--- config.mk ---
export PLATFORM = sky130hd
export DESIGN_NAME = branch_history_table
export DESIGN_NICKNAME = d
export VERILOG_FILES = /design/src/rtl/bp_pkg.sv /design/src/rtl/bht_index_hash.sv /design/src/rtl/branch_history_table.sv
export SDC_FILE = /design/constraint.sdc
export NUM_CORES = 1
export LEC_CHECK = 0
export ABC_CLOCK_PERIOD_IN_PS = 2500
export CAP_MARGIN = 25
export CORE_MARGIN = 2
export CORE_UTILIZATION = 52
export CTS_CLUSTER_DIAMETER = 40
export DETAILED_ROUTE_END_ITERATION = 6
export GPL_TIMING_DRIVEN = 0
export PLACE_DENSITY_LB_ADDON = 0.12
export SLEW_MARGIN = 30
export SYNTH_ARGS = -nofsm -noshare
export SYNTH_HDL_FRONTEND = slang
export SYNTH_SLANG_ARGS = --single-unit
--- constraint.sdc ---
create_clock -name clk -period 2.5 [get_ports clk]
set_input_delay 0.25 -clock clk [delete_from_list [all_inputs] [get_ports clk]]
set_output_delay 0.25 -clock clk [all_outputs]
set_load 0.01 [all_outputs]
--- src/rtl/bp_pkg.sv ---
// Shared definitions for the branch direction predictor:
// counter encodings, reset value, saturating step and index sizing.
package bp_pkg;

    typedef enum logic [1:0] {
        SNT = 2'b00,
        WNT = 2'b01,
        WT  = 2'b10,
        ST  = 2'b11
    } ctr2_e;

    localparam logic [1:0] WNT_INIT2 = WNT;

    // Weakly-not-taken for any counter width: MSB clear, all lower bits set.
    function automatic int unsigned wnt_init(input int unsigned ctr_w);
        return (32'd1 << (ctr_w - 1)) - 32'd1;
    endfunction

    function automatic int unsigned sat_step(
        input int unsigned ctr,
        input logic        taken,
        input int unsigned ctr_max
    );
        if (taken) begin
            return (ctr >= ctr_max) ? ctr_max : ctr + 32'd1;
        end
        return (ctr == 32'd0) ? 32'd0 : ctr - 32'd1;
    endfunction

    function automatic int idx_width(input int entries);
        return $clog2(entries);
    endfunction

endpackage

--- src/rtl/bht_index_hash.sv ---
// PC word index, optionally XOR-folded with global history.
// Global history is mixed in only when BHT_GSHARE_EN is defined.
module bht_index_hash #(
    parameter int PC_W  = 32,
    parameter int IDX_W = 6
`ifdef BHT_GSHARE_EN
    ,
    parameter int GHR_W = 6
`endif
) (
    input  logic [PC_W-1:0]  pc,
`ifdef BHT_GSHARE_EN
    input  logic [GHR_W-1:0] ghr,
`endif
    output logic [IDX_W-1:0] idx
);

    logic unused_pc;
    assign unused_pc = ^{pc[PC_W-1:IDX_W+2], pc[1:0]};

`ifdef BHT_GSHARE_EN
    assign idx = pc[IDX_W+1:2] ^ IDX_W'(ghr);
`else
    assign idx = pc[IDX_W+1:2];
`endif

endmodule

--- src/rtl/branch_history_table.sv ---
// PC-indexed table of saturating counters predicting both slots of a fetch group.
// Define BHT_GSHARE_EN to fold a resolve-time global history into every index.
module branch_history_table
    import bp_pkg::*;
#(
    parameter int PC_W    = 32,
    parameter int ENTRIES = 64,
    parameter int CTR_W   = 2,
    parameter int GHR_W   = 6
) (
    input  logic             clk,
    input  logic             rst,
    input  logic [PC_W-1:0]  lookup_pc,
    output logic [1:0]       pred_taken,
    input  logic             update_valid,
    input  logic [PC_W-1:0]  update_pc,
    input  logic             update_taken,
    output logic [CTR_W-1:0] ctr_dbg
);

    localparam int IDX_W = idx_width(ENTRIES);
    localparam int unsigned CTR_MAX = (32'd1 << CTR_W) - 32'd1;
    localparam logic [CTR_W-1:0] CTR_INIT = CTR_W'(wnt_init(CTR_W));

    if (ENTRIES < 4 || (1 << IDX_W) != ENTRIES) begin : g_bad_entries
        $error("ENTRIES must be a power of 2 and at least 4");
    end
    if (CTR_W < 1) begin : g_bad_ctr
        $error("CTR_W must be at least 1");
    end
    if (GHR_W < 1 || GHR_W > IDX_W) begin : g_bad_ghr
        $error("GHR_W must be between 1 and IDX_W");
    end

    logic [CTR_W-1:0] table_q [ENTRIES];
    logic [PC_W-1:0]  base0;
    logic [PC_W-1:0]  base1;
    logic [IDX_W-1:0] idx0;
    logic [IDX_W-1:0] idx1;
    logic [IDX_W-1:0] idx_u;
    logic             unused_low;

    assign unused_low = ^lookup_pc[2:0];
    assign base0 = {lookup_pc[PC_W-1:3], 3'b000};
    assign base1 = base0 + PC_W'(4);

`ifdef BHT_GSHARE_EN
    logic [GHR_W-1:0] ghr_q;

    bht_index_hash #(.PC_W(PC_W), .IDX_W(IDX_W), .GHR_W(GHR_W)) u_hash_s0 (
        .pc  (base0),
        .ghr (ghr_q),
        .idx (idx0)
    );
    bht_index_hash #(.PC_W(PC_W), .IDX_W(IDX_W), .GHR_W(GHR_W)) u_hash_s1 (
        .pc  (base1),
        .ghr (ghr_q),
        .idx (idx1)
    );
    bht_index_hash #(.PC_W(PC_W), .IDX_W(IDX_W), .GHR_W(GHR_W)) u_hash_upd (
        .pc  (update_pc),
        .ghr (ghr_q),
        .idx (idx_u)
    );

    // History is trained only on resolved branches, so it never needs repair.
    always_ff @(posedge clk) begin
        if (rst) begin
            ghr_q <= '0;
        end else if (update_valid) begin
            ghr_q <= GHR_W'({ghr_q, update_taken});
        end
    end
`else
    bht_index_hash #(.PC_W(PC_W), .IDX_W(IDX_W)) u_hash_s0 (
        .pc  (base0),
        .idx (idx0)
    );
    bht_index_hash #(.PC_W(PC_W), .IDX_W(IDX_W)) u_hash_s1 (
        .pc  (base1),
        .idx (idx1)
    );
    bht_index_hash #(.PC_W(PC_W), .IDX_W(IDX_W)) u_hash_upd (
        .pc  (update_pc),
        .idx (idx_u)
    );
`endif

    always_ff @(posedge clk) begin
        if (rst) begin
            for (int i = 0; i < ENTRIES; i++) begin
                table_q[i] <= CTR_INIT;
            end
        end else if (update_valid) begin
            table_q[idx_u] <= CTR_W'(sat_step(32'(table_q[idx_u]),
                                              update_taken, CTR_MAX));
        end
    end

    // No write bypass: a same-cycle lookup sees the pre-update counter.
    assign pred_taken[0] = table_q[idx0][CTR_W-1];
    assign pred_taken[1] = table_q[idx1][CTR_W-1];
    assign ctr_dbg       = table_q[idx_u];

endmodule

==> flow_summary.json, run 1 <==
{
  "status": "finished, violations left",
  "violations": "negative setup slack",
  "required_ns": 2.63,
  "synth_xor_area_share_pct": 0,
  "clockRootBuffer": "clkbuf_16",
  "fp.dieW_um": 122,
  "synth_compound_gate_area_share_pct": 6.24,
  "gp_congestion": 1.04,
  "initial_utilization_pct": 52.8,
  "drtPass1Iterations": 5,
  "holdCritPathClass": "in2reg",
  "top_register": "table_q",
  "grt_pass1_vias": 5701,
  "vias": 6026,
  "rows": 43,
  "die_area_um2": 15000,
  "synth_simple_gate_area_share_pct": 23.4,
  "clk-insertion-delay-late_ns": 0.43,
  "cpPeakStageDelay_ns": 0.32,
  "critPathKind": "in2reg",
  "startpoint_type": "input pin",
  "post-dp-hpwl_mm": 18.5,
  "slew_headroom_pct": 38.7,
  "initialDrtViolationCount": 995,
  "cp_top_family": "buffers and inverters",
  "grt_use_met1_pct": 50.6,
  "yosys.area_share.adder_pct": 0.292,
  "finalPower_mw": 5.85,
  "ys_seq_area_share_pct": 52.8,
  "avgSynthCellArea_um2": 11.3,
  "tightest_slew_ns": 0.919,
  "grt_pass1_wl_mm": 38.1,
  "p_leak_nw": 2.89,
  "path_common_cell": "buf_6",
  "postCtsHoldBufs": 0,
  "cp_slowest_cell": "nand2b_1",
  "grtUsageMet3_pct": 8.78,
  "finalSetupViolCount": 132,
  "ant_nets": 0,
  "fmax_ghz": 0.352,
  "finalCriticalPeriod_ns": 2.84,
  "path_max_fanout": 10,
  "die_y_um": 122,
  "top_usage_layer": "met2",
  "slew_violations": 0,
  "peakVddDrop_mv": 0.478,
  "ys_top_cells_by_area": "edfxtp_1 (53%), mux4_2 (9.6%), nand2b_1 (4.3%)",
  "drive_above_1_share_pct": 25.6,
  "yosys_warnings": 0,
  "synth_seq_cells": 128,
  "antenna_cells": 0,
  "finalCritPeriodShare_pct": 114,
  "place_inst": 843,
  "fin_worst_skew_ns": 0.00815,
  "syn_nets": 714,
  "grt.total_usage_pct": 37.0,
  "cts.htree.levels": 4,
  "power_density_nw_per_um2": 670,
  "nets": 765,
  "io_buffers": 15,
  "rsz0062_at_grt": "true",
  "max_cap_violations": 0,
  "vias_per_cell": 6.77,
  "numCtsBuffers": 17,
  "cts.path.max_buffers": 2,
  "final-hold-violation-count": 0,
  "cts_sinks": 128,
  "area_growth_syn_to_layout_pct": 20.0,
  "yosysTopAreaCellShare_pct": 52.8,
  "path_buf_inv": 6,
  "synth.mux.area_fraction_pct": 12.2,
  "fill_cells": 1134,
  "worstPathCellList": "buf_6 > buf_6 > clkbuf_4 > nand2b_1 > o32ai_1 > a221oi_1 > o22ai_2 > nor4_4 > buf_4 > maj3_4 > buf_12 > buf_8 > nand3_1",
  "ios": 72,
  "cts_tree": "built",
  "synth.cell_area_um2": 7280,
  "worstPathArrival_ns": 2.97,
  "hold_ws_ns": 0.530,
  "utilization_pct": 63.4,
  "synth_top_family_by_area": "simple AND/OR/NAND/NOR gates",
  "cp-end-kind": "flop",
  "wl_per_cell_um": 29.7,
  "drt-total-wl_mm": 26.5,
  "grt_max_degree": 17,
  "yosysTopAreaCell": "edfxtp_1",
  "core-area_um2": 13800,
  "synth_cells": 646,
  "clk_pin_slew_worst_paths_ns": 0.06,
  "antenna_found_initial": 1,
  "finalInstanceArea_um2": 8740,
  "largest_registers": "table_q (128)",
  "largest_reg_flops": 128,
  "ys_types": 52,
  "met2_usage_pct": 55.6,
  "final.setup.worst_slack_ns": -0.340,
  "fin_cells": 890,
  "drc_errors": 0,
  "overflow": 0,
  "place_area_um2": 7690
}
-- tightest hold or removal path: stages --
cell and delay, ns:
dlymetal6s2s_1 0.21, or3b_4 0.26, nor2_1 0.07, nand2_1 0.05
-- metal layers --
layer / vias to the layer above / part of all wire [%] / wire, um
li1: 2490 / - / -
met1: 3014 / 39 / 10200
met2: 439 / 45 / 12000
met3: 83 / 11 / 2980
met4: 0 / 4.8 / 1260
met5: - / 0 / 0
-- through the flow --
stage	setup slack, ns	setup TNS, ns
after global routing	-0.397	-45.07
after global placement	-1.34	-239.80
final	-0.340	-35.71
after floorplan	0.0159	0
after CTS	-0.403	-42.84
after detailed placement	-1.31	-223.67
-- synth_stat cells (all sizes together) --
| library cell | number |
|---|---|
| edfxtp | 128 |
| nor2 | 77 |
| nand2 | 76 |
| nand3 | 53 |
| nand2b | 50 |
| clkbuf | 33 |
| mux4 | 31 |
| buf | 30 |
| nor3 | 24 |
| or2 | 17 |
| a22oi | 12 |
| nand3b | 11 |
| mux2i | 10 |
| mux2 | 8 |
| a221oi | 7 |
| a22o | 7 |
| nor2b | 7 |
| a211oi | 6 |
| and2 | 6 |
| and3 | 6 |
| o21ai | 6 |
| a21oi | 4 |
| inv | 4 |
| a21o | 3 |
| nor3b | 3 |
| o32a | 3 |
| or3b | 3 |
| a31oi | 2 |
| and3b | 2 |
| maj3 | 2 |
| o211ai | 2 |
| o22ai | 2 |
| or3 | 2 |
| a211o | 1 |
| a21boi | 1 |
| a222oi | 1 |
| and4 | 1 |
| nand4 | 1 |
| nor4 | 1 |
| o2111ai | 1 |
| o211a | 1 |
| o32ai | 1 |
-- where the power goes --
| group | switching (mW) | total [mW] | internal (mW) |
|---|---|---|---|
| sequential | 0.0367 | 2.45 | 2.41 |
| combinational | 0.578 | 1.02 | 0.440 |
| clock | 0.935 | 2.39 | 1.45 |
-- kinds of logic (layout without fill, tap and decap cells) --
family / count (synthesis) / count (layout)
and+or+nand+nor: 340 / 340
DFF: 128 / 128
buffers and inverters: 67 / 131
AOI/OAI and AO/OA: 60 / 60
muxes: 49 / 49
adders and majority gates: 2 / 2
-- what timing repair did --
action,CTS,global route
endpoints found under the setup margin,208,152
resized for setup,83,37
setup buffers,12,6
hold endpoints to repair,0,0
gates cloned,1,3
pin swaps,10,5
-- worst paths after layout --
kind	from	end	slack (ns)	cells past startpoint
max reg2reg	table_q[32][1]	table_q[33][0]	-0.33	10
max	update_pc[3]	table_q[33][0]	-0.34	13
min reg2reg	table_q[7][0]	table_q[14][0]	1.55	9
min	update_pc[7]	table_q[22][0]	0.53	4
-- layout make-up --
class / instances / area (um^2) / share of cell area (%)
plain buffers: 57 / 502 / 5.74
clock inverters: 12 / 119 / 1.36
multi-input cells: 451 / 3210 / 36.8
flip-flops and latches: 128 / 3840 / 44.0
well taps: 180 / 225 / 2.58
inverters: 4 / 15.0 / 0.172
clock buffers: 20 / 437 / 5.00
repair buffers: 38 / 383 / 4.38
-- placed cells by master (no fill, tap or decap), types with 4 or more instances in the layout --
| master | netlist | routed |
|---|---|---|
| clkbuf_1 | 33 | 18 |
| or2_2 | 17 | 17 |
| mux2i_1 | 10 | 10 |
| a221oi_1 | 7 | 5 |
| a22oi_1 | 12 | 11 |
| clkbuf_4 | 0 | 6 |
| nor2b_2 | 0 | 4 |
| buf_2 | 10 | 9 |
| and3_1 | 6 | 5 |
| a22o_1 | 7 | 7 |
| mux4_2 | 31 | 31 |
| o21ai_0 | 5 | 5 |
| edfxtp_1 | 128 | 128 |
| clkbuf_16 | 0 | 20 |
| mux2_2 | 7 | 5 |
| nand3_1 | 53 | 52 |
| and2_1 | 3 | 4 |
| clkdlybuf4s50_1 | 0 | 6 |
| buf_4 | 9 | 20 |
| buf_12 | 0 | 5 |
| nand3b_1 | 11 | 11 |
| nand2b_1 | 50 | 50 |
| clkinv_2 | 0 | 4 |
| nand2_1 | 76 | 76 |
| a21oi_1 | 4 | 4 |
| nor2_1 | 77 | 74 |
| clkbuf_2 | 0 | 5 |
| buf_8 | 0 | 10 |
| nor3_1 | 23 | 20 |
| buf_6 | 9 | 11 |
(Power assumes the default switching activity.)
==> inputs of run 2 (changes only) <==
Settings changed: SETUP_SLACK_MARGIN set to 0.15.
==> run 2 against run 1 <==
Clock power grew 6%. Die area unchanged. Power rose by 5.2%. Utilization increased by 4.0 points. Critical path depth fell by 3. Via count is 0.12% higher. Flip-flop and latch count did not move. Non-clock buffer count rose by 8. Global-route usage decreased by 0.78 points. First-iteration DRC count decreased by 13%. The flow still finishes with violations (negative setup slack).
==> flow_summary.json, run 2 (synthesis results as in run 1) <==
{
  "finalPower_mw": 6.16,
  "die_y_um": 122,
  "slew_headroom_pct": 42.3,
  "required_ns": 2.67,
  "r2r_slack_ns": -0.37,
  "clockRootBuffer": "clkbuf_16",
  "ant_nets": 0,
  "cts.path.max_buffers": 2,
  "path_max_fanout": 8,
  "holdCritPathClass": "in2reg",
  "antenna_found_initial": 0,
  "drc_errors": 0,
  "fin_setup_tns_ns": -42.00,
  "final_common_cell": "edfxtp_1",
  "overflow": 0,
  "status": "finished, violations left",
  "startpoint_type": "flop",
  "fill_cells": 1098,
  "top_register": "table_q",
  "wl_per_cell_um": 29.3,
  "vias_per_cell": 6.72,
  "vias": 6033,
  "antenna_cells": 0,
  "clk_pin_slew_worst_paths_ns": 0.06,
  "gp_congestion": 1.03,
  "place_inst": 843,
  "violations": "negative setup slack",
  "grt.total_usage_pct": 36.2,
  "p_leak_nw": 3.05,
  "critPathKind": "reg2reg",
  "place_ws_ns": -1.30,
  "cp-end-kind": "flop",
  "fin_cells": 898,
  "peakVddDrop_mv": 0.608,
  "initialDrtViolationCount": 866,
  "fmax_ghz": 0.349,
  "numCtsBuffers": 17,
  "power_density_nw_per_um2": 663,
  "largest_registers": "table_q (128)",
  "grt_pass1_wl_mm": 37.3,
  "drtPass1Iterations": 5,
  "core-area_um2": 13800,
  "finalCritPeriodShare_pct": 115,
  "drive_above_1_share_pct": 35.4,
  "io_buffers": 15,
  "final.setup.worst_slack_ns": -0.368,
  "finalSetupViolCount": 132,
  "ios": 72,
  "tightest_slew_ns": 0.866,
  "max_cap_violations": 0,
  "largest_reg_flops": 128,
  "area_growth_syn_to_layout_pct": 27.7,
  "cts.htree.levels": 4,
  "grt_pass1_vias": 5706,
  "final-hold-violation-count": 0,
  "initial_utilization_pct": 52.8,
  "rsz0062_at_grt": "true",
  "slew_violations": 0,
  "drt-total-wl_mm": 26.3,
  "cts_sinks": 128,
  "fp.dieW_um": 122,
  "clk-insertion-delay-late_ns": 0.43,
  "fin_worst_skew_ns": 0.00662,
  "die_area_um2": 15000,
  "post-dp-hpwl_mm": 17.7,
  "nets": 773,
  "worstPathArrival_ns": 3.03,
  "layout_common_cells": "edfxtp_1 (128), nand2_1 (75), nand2b_1 (49), nand3_1 (48), mux4_2 (31)",
  "finalCriticalPeriod_ns": 2.87,
  "grt_max_degree": 17,
  "rows": 43,
  "cts_tree": "built"
}
==> run 2: cell count changes in the layout (fill, tap and decap cells not counted), sizes merged <==
cell / before / now
clkinv: 7 / 5
clkbuf: 49 / 55
dlymetal6s2s: 2 / 3
dlygate4sd2: 2 / 0
inv: 4 / 5
clkinvlp: 3 / 5
bufinv: 2 / 3
clkdlybuf4s15: 1 / 2
==> run 2: final cells by class <==
class                   count  area (um^2)  area share, %
multi-input cells         451         3540           38.1
plain buffers              63          571           6.14
inverters                   4         15.0          0.162
flip-flops and latches    128         3840           41.4
repair buffers             40          504           5.43
clock buffers              18          429           4.62
well taps                 180          225           2.42
clock inverters            14          166           1.79
==> run 2: worst max-delay path, stage by stage, from the launching register on <==
cell and delay (ns):
edfxtp_1 0.42, and2_1 0.18, mux4_2 0.48, a211oi_2 0.27, o2111ai_2 0.18, nor4_4 0.25
buf_4 0.18, maj3_2 0.23, buf_12 0.19, clkbuf_16 0.17, nor3_1 0.04
==> run 2: what timing repair did <==
action / in CTS / in global routing
hold endpoints to repair: 0 / 0
setup buffers: 13 / 2
endpoints found under the setup margin: 216 / 167
hold buffers: 0 / 0
gates resized for setup: 78 / 125
gates cloned: 2 / 6
pin swaps: 10 / 8
==> run 2: path summary, 6_finish.rpt <==
| check | cells after the start | endpoint | startpoint |
|---|---|---|---|
| min | 4 | table_q[45][1] | update_pc[3] |
| max | 10 | table_q[46][1] | table_q[38][1] |
| max reg2reg | 10 | table_q[46][1] | table_q[38][1] |
| min reg2reg | 9 | table_q[14][0] | table_q[7][0] |
==> run 2: metrics by stage <==
step | util [%] | instance area (um^2) | hold WS [ns]
finish | 67.5 | 9290 | 0.516
global route | 67.5 | 9290 | 0.519
CTS | 63.0 | 8680 | 0.570
detailed placement | 56.3 | 7760 | 0.893
global placement | 56.1 | 7720 | 0.943
floorplan | - | 7350 | 0.481
==> run 2: power breakdown <==
group          internal [mW]  total [mW]  switching [mW]
combinational          0.507        1.17           0.663
sequential              2.41        2.44          0.0342
clock                   1.56        2.54           0.981
total                   4.48        6.16            1.68
==> run 2: layer usage <==
metal	global-route usage (%)	routed length [um]	vias up
met2	54.6	12100	413
met4	19.0	1350	0
li1	-	-	2515
met3	8.50	2960	83
met1	49.0	9920	3022
met5	0	0	-
